$ cat src/rtl/tree_add_sched_if.sv
// Operand/result handshake bundle for tree_add_sched.
//   in_valid/in_ready/in_data/in_last : operand stream into the block
//   out_valid/out_ready/out_sum/out_count : one result per operand set
// Modports: slave = the adder block, master = the producer/consumer side.
interface tree_add_sched_if #(
    parameter int unsigned W    = 18,
    parameter int unsigned LOGN = 3
);
    logic              in_valid;
    logic              in_ready;
    logic [W-1:0]      in_data;
    logic              in_last;
    logic              out_valid;
    logic              out_ready;
    logic [W+LOGN-1:0] out_sum;
    logic [LOGN:0]     out_count;

    modport slave (
        input  in_valid, in_data, in_last, out_ready,
        output in_ready, out_valid, out_sum, out_count
    );

    modport master (
        output in_valid, in_data, in_last, out_ready,
        input  in_ready, out_valid, out_sum, out_count
    );
endinterface

$ cat src/rtl/tree_add_sched.sv
// Sequential tree adder: buffers up to NOPS unsigned operands, then reduces
// them pairwise in tree order with a single shared adder (one add per cycle).
// Ports:
//   clk, rst : clock, synchronous active-high reset
//   bus      : tree_add_sched_if.slave (operand in, sum/count out)
//   busy     : high while reducing or holding a result
// Build option: define TREE_EARLY_EN to stop the reduction once only the
// occupied slots have been folded (shorter latency, identical results).
module tree_add_sched #(
    parameter int unsigned W    = 18,
    parameter int unsigned NOPS = 8,
    parameter int unsigned LOGN = 3
) (
    input  logic                 clk,
    input  logic                 rst,
    tree_add_sched_if.slave      bus,
    output logic                 busy
);
    localparam int unsigned SW = W + LOGN;
    localparam int unsigned CW = LOGN + 1;

    typedef enum logic [1:0] {LOAD = 2'd0, REDUCE = 2'd1, DONE = 2'd2} state_t;

    state_t          state_q, state_d;
    logic [SW-1:0]   slot_q [NOPS];
    logic [SW-1:0]   slot_d [NOPS];
    logic [CW-1:0]   cnt_q, cnt_d;       // accepted count; low bits are the write index
    logic [CW-1:0]   live_q, live_d;     // operands still to fold at the current level
    logic [LOGN-1:0] pair_q, pair_d;     // pair index within the current level
    logic [CW-1:0]   npairs_c;
    logic [SW-1:0]   sum_c;
    logic            accept_c;

    assign accept_c = bus.in_valid && (state_q == LOAD);
    // ceil(live/2) pairs per level; with live=NOPS this is the full tree
    assign npairs_c = (live_q + CW'(1)) >> 1;
    // Shared adder: in-place is safe since pair p writes slot p after its
    // readers (pairs <= p/2) have already consumed it
    assign sum_c    = slot_q[LOGN'({pair_q, 1'b0})] + slot_q[LOGN'({pair_q, 1'b1})];

    assign bus.in_ready  = (state_q == LOAD);
    assign bus.out_valid = (state_q == DONE);
    assign bus.out_sum   = slot_q[0];
    assign bus.out_count = cnt_q;
    assign busy          = (state_q != LOAD);

    // State and datapath registers
    always_ff @(posedge clk) begin
        if (rst) begin
            state_q <= LOAD;
            cnt_q   <= '0;
            live_q  <= '0;
            pair_q  <= '0;
            for (int i = 0; i < NOPS; i++) slot_q[i] <= '0;
        end else begin
            state_q <= state_d;
            cnt_q   <= cnt_d;
            live_q  <= live_d;
            pair_q  <= pair_d;
            slot_q  <= slot_d;
        end
    end

    // Next-state and datapath update
    always_comb begin
        state_d = state_q;
        cnt_d   = cnt_q;
        live_d  = live_q;
        pair_d  = pair_q;
        slot_d  = slot_q;
        case (state_q)
            LOAD: begin
                if (accept_c) begin
                    slot_d[cnt_q[LOGN-1:0]] = SW'(bus.in_data);
                    cnt_d = cnt_q + CW'(1);
                    if (bus.in_last || (cnt_q == CW'(NOPS - 1))) begin
                        pair_d = '0;
`ifdef TREE_EARLY_EN
                        live_d  = cnt_q + CW'(1);
                        state_d = (cnt_q == '0) ? DONE : REDUCE;
`else
                        live_d  = CW'(NOPS);
                        state_d = REDUCE;
`endif
                    end
                end
            end
            REDUCE: begin
                slot_d[pair_q] = sum_c;
                if ({1'b0, pair_q} == (npairs_c - CW'(1))) begin
                    pair_d = '0;
                    live_d = npairs_c;
                    if (npairs_c == CW'(1)) state_d = DONE;
                end else begin
                    pair_d = pair_q + LOGN'(1);
                end
            end
            DONE: begin
                if (bus.out_ready) begin
                    state_d = LOAD;
                    cnt_d   = '0;
                    live_d  = '0;
                    pair_d  = '0;
                    for (int i = 0; i < NOPS; i++) slot_d[i] = '0;
                end
            end
            default: state_d = LOAD;
        endcase
    end
endmodule

$ cat src/flat_wrapper.sv
// flat-port wrapper written by rule: the top's interface ports become plain ports
module tree_add_sched_flat 
#(
    parameter int unsigned W    = 18,
    parameter int unsigned NOPS = 8,
    parameter int unsigned LOGN = 3
)
  (clk, rst, busy, bus_in_valid, bus_in_data, bus_in_last, bus_out_ready, bus_in_ready, bus_out_valid, bus_out_sum, bus_out_count);
  tree_add_sched_if #(.W(W), .LOGN(LOGN)) bus_i ();
  input  logic clk;
  input  logic rst;
  output logic busy;
  input wire logic [$bits(bus_i.in_valid)-1:0] bus_in_valid;
  input wire logic [$bits(bus_i.in_data)-1:0] bus_in_data;
  input wire logic [$bits(bus_i.in_last)-1:0] bus_in_last;
  input wire logic [$bits(bus_i.out_ready)-1:0] bus_out_ready;
  output wire logic [$bits(bus_i.in_ready)-1:0] bus_in_ready;
  output wire logic [$bits(bus_i.out_valid)-1:0] bus_out_valid;
  output wire logic [$bits(bus_i.out_sum)-1:0] bus_out_sum;
  output wire logic [$bits(bus_i.out_count)-1:0] bus_out_count;
  assign bus_i.in_valid = bus_in_valid;
  assign bus_i.in_data = bus_in_data;
  assign bus_i.in_last = bus_in_last;
  assign bus_i.out_ready = bus_out_ready;
  assign bus_in_ready = bus_i.in_ready;
  assign bus_out_valid = bus_i.out_valid;
  assign bus_out_sum = bus_i.out_sum;
  assign bus_out_count = bus_i.out_count;
  tree_add_sched #(.W(W), .NOPS(NOPS), .LOGN(LOGN)) u_core (.clk(clk), .rst(rst), .bus(bus_i), .busy(busy));
endmodule
$ cat config.mk
export PLATFORM = sky130hd
export DESIGN_NAME = tree_add_sched_flat
export DESIGN_NICKNAME = d
export VERILOG_FILES = /design/src/rtl/tree_add_sched_if.sv /design/src/rtl/tree_add_sched.sv /design/src/flat_wrapper.sv
export SDC_FILE = /design/constraint.sdc
export NUM_CORES = 1
export LEC_CHECK = 0
export CORE_ASPECT_RATIO = 0.9
export CORE_UTILIZATION = 56
export DETAILED_ROUTE_END_ITERATION = 16
export PLACE_DENSITY_LB_ADDON = 0.1
export SKIP_LAST_GASP = 1
export SYNTH_ARGS = -nofsm -noshare
export SYNTH_HDL_FRONTEND = slang
export SYNTH_SLANG_ARGS = --single-unit
$ cat constraint.sdc
create_clock -name clk -period 5.5 [get_ports clk]
set_input_delay 1.375 -clock clk [delete_from_list [all_inputs] [get_ports clk]]
set_output_delay 1.375 -clock clk [all_outputs]
set_load 0.005 [all_outputs]
==> run metrics <==
status=completed; Final HPWL DP=26500 µm; Syn Nets=1291; switching part of the total=0.476; Critical Path AT=between 4000 and 5000 ps; Final nets=between 1000 and 1500; Setup Fix Bufs, Post-CTS=0; initial antenna violation count=0; CTS max path bufs=2; RSZ-0062 raised after global routing=no; I/O Pins=between 50 and 60; Rows=48; Worst path depth=11; final hold vios=0; minimum period implied by the final worst setup slack=~4300 ps; total track usage=0.399; combinational fraction of design power=0.489; port bufs=50; Remaining DRCs=0; via count=~11000; Die ar.=between 0.02 and 0.025 mm²; TritonRoute pass-1 iters=6; global-route wire length before repair=between 50000 and 60000 µm; count of flip-flops with a built-in enable after synthesis=0; CTS sink cnt=around 180; CP Class=flip-flop to flip-flop; Seq pwr share=0.294; Post-CTS Resized=0; largest net degree at the start of global routing=slightly below 60; async set-reset flop share out of synthesis=0; Seq/Total Area, Yosys=0.333; clock skew=15.4 ps; Mean Syn Cell Area=just under 9 µm²; final hold slack=between 400 and 500 ps; crit-path max cell delay=slightly above 1000 ps; Setup violations, final=0; NetSw=around 2.8 mW; CTS tree=yes; Final TNS setup=0 ps; diodes inserted=0; Worst IR Drop VDD=0.000607 V; WP data required=roughly 6000 ps; cells along the critical path=mux4_2 > ha_1 > inv_1 > fa_1 > nand2b_1 > a21oi_1 > o2111a_1 > nor4_1 > a2111oi_2 > buf_4 > a221o_1; Synth Cell Area=around 0.011 mm²; Area growth syn-to-layout=10.1%; H-tree depth=4; R2R Path Start=u_core.pair_q[0]$_SDFFE_PP0P_; critical path capture point type=flip-flop; routability cong.=between 0.9 and 1; slew margin rel.=0.240; cells after synthesis=about 1200; 1st-iter DRT viols=between 1500 and 2000; CP max FO=58; Die W=149 µm; hold_buf cts=0; cts bufs inserted=17; Starting Density=0.571; clock-pin slew on the worst setup and hold paths=around 80 ps; vias in the first global route=a little under 10000; Worst Tran Pin Value=1140 ps; Die H=roughly 130 µm; placeable core area=about 0.019 mm²; CP max-delay cell=dfxtp_4; clock latency on the worst-skew pair=450 ps; period utilization=0.785; synth warn=0; root buffer cell=clkbuf_16; CP startpoint=u_core.pair_q[0]$_SDFFE_PP0P_; Hold/Removal Path Class=flip-flop to flip-flop; Reg2Reg Depth=11; FF-to-FF setup slack=between 1000 and 1500 ps; Max Fclk=roughly 230 MHz; Worst setup SP type=flip-flop; ys flop type=dfxtp_1; synth unique cells=slightly above 70; DR vias/cell=7.30; fin. max-slew vios=0; layout cells sized above 1=0.114; wire length per cell=approximately 27 µm; pwr/cell area=approximately 500 mW/mm²; Max Cap Viol=0; Synth Register Bits=about 180; LEAKAGE=slightly above 4 nW; grt total ovfl=0; internal power=around 3.1 mW; Crit path buffers/inverters=2; final wirelength=a little under 40000 µm; Final ANT Viol Nets=0; clock power share=0.216; Top Family by Delay on Critical Path=compound AO/OA/AOI/OAI gates
cells in the mapped netlist, drive strengths merged (20+ instances only):
master  instances  area share
dfxtp         181        0.33
o21ai         130       0.062
nor2           99       0.034
nand2          84       0.029
a22oi          76       0.052
clkbuf         68       0.024
a21oi          62       0.028
buf            57       0.032
mux4           41       0.085
o22ai          40       0.023
nand3          36       0.017
a22o           30       0.024
ha             29       0.033
nor3           20      0.0092
cell usage in the layout (no fill, tap or decap), types with 8 or more instances in the layout:
master | Yosys | layout
clkbuf_16 | 0 | 17
o31ai_1 | 18 | 18
a21oi_1 | 62 | 62
nor3_1 | 20 | 19
nor2_1 | 99 | 98
xor2_1 | 8 | 8
a31oi_1 | 15 | 15
dfxtp_1 | 181 | 179
nand3_1 | 36 | 36
a211oi_1 | 10 | 10
inv_1 | 17 | 17
or3_1 | 8 | 8
ha_1 | 29 | 29
a2111oi_4 | 8 | 8
o21ai_0 | 119 | 119
a22o_1 | 30 | 30
a21o_1 | 9 | 9
nor2b_1 | 9 | 8
and2_1 | 16 | 16
o221ai_1 | 9 | 9
a22oi_1 | 76 | 76
and3_1 | 9 | 9
nand4_1 | 11 | 11
buf_4 | 23 | 34
a221o_1 | 16 | 16
a222oi_1 | 8 | 8
o22ai_1 | 40 | 40
clkdlybuf4s50_1 | 0 | 49
o2111ai_1 | 9 | 9
o211ai_1 | 12 | 12
mux4_2 | 41 | 41
nand2_1 | 84 | 84
cells by family (layout without fill, tap and decap cells):
| kind of cell | after synthesis | after routing | share of synthesized area |
|---|---|---|---|
| muxes | 43 | 43 | 0.0866 |
| buffers and inverters | 142 | 133 | 0.0615 |
| adders and majority gates | 30 | 30 | 0.0351 |
| xor gates and xnor gates | 14 | 14 | 0.0113 |
| AOI/OAI and AO/OA | 493 | 493 | 0.324 |
| and+or+nand+nor | 335 | 335 | 0.149 |
| DFF | 181 | 181 | 0.333 |
stage by stage:
stage	power, mW	utilization	cells	setup slack [ps]	instance area, µm²
2_1_floorplan	3.57	-	1238	1340	10900
3_3_place_gp	4.54	0.595	1447	1330	11400
3_5_place_dp	4.56	0.595	1447	1310	11400
4_1_cts	5.83	0.628	1479	1290	12000
5_1_grt	6.18	0.628	1479	1060	12000
6_report	5.97	0.628	1479	1180	12000
routing by layer:
| metal | vias to the layer above | track usage | share of wire |
|---|---|---|---|
| li1 | 4753 | - | - |
| met4 | 0 | 0.193 | 0.046 |
| met1 | 5089 | 0.549 | 0.40 |
| met3 | 143 | 0.106 | 0.13 |
| met2 | 809 | 0.575 | 0.42 |
| met5 | - | 0 | 0 |
power groups by stage:
stage | Clock (mW) | Sequential (mW) | Combinational, mW
6_report | 1.29 | 1.76 | 2.92
5_1_grt | 1.34 | 1.78 | 3.06
4_1_cts | 1.28 | 1.75 | 2.79
3_5_place_dp | 0 | 1.78 | 2.78
3_3_place_gp | 0 | 1.77 | 2.77
2_1_floorplan | 0 | 1.65 | 1.92
area by class of cell:
type / instances / area, µm²
Clock buffer: 17 / 425
Clock inverter: 15 / 199
Fill cell: 1658 / 7110
Inverter: 17 / 63.8
Multi-Input combinational cell: 915 / 6610
Sequential cell: 181 / 3630
Tap cell: 250 / 313
Timing Repair Buffer: 84 / 751
worst min path at each step:
stage,cells past startpoint,from,endpoint
2_1_floorplan,2,flip-flop,flip-flop
3_3_place_gp,2,flip-flop,flip-flop
3_5_place_dp,2,flip-flop,flip-flop
4_1_cts,2,flip-flop,flip-flop
5_1_grt,2,flip-flop,flip-flop
6_report,2,flip-flop,flip-flop
worst reg2reg max path, cell delays in order (launching register included):
cell and delay (ps):
dfxtp_4 1020, mux4_2 410, ha_1 210, inv_1 70, fa_1 370, nand2b_1 180
a21oi_1 690, o2111a_1 410, nor4_1 80, a2111oi_2 420, buf_4 250, a221o_1 150
No activity file was read; power rests on OpenSTA's default activity.
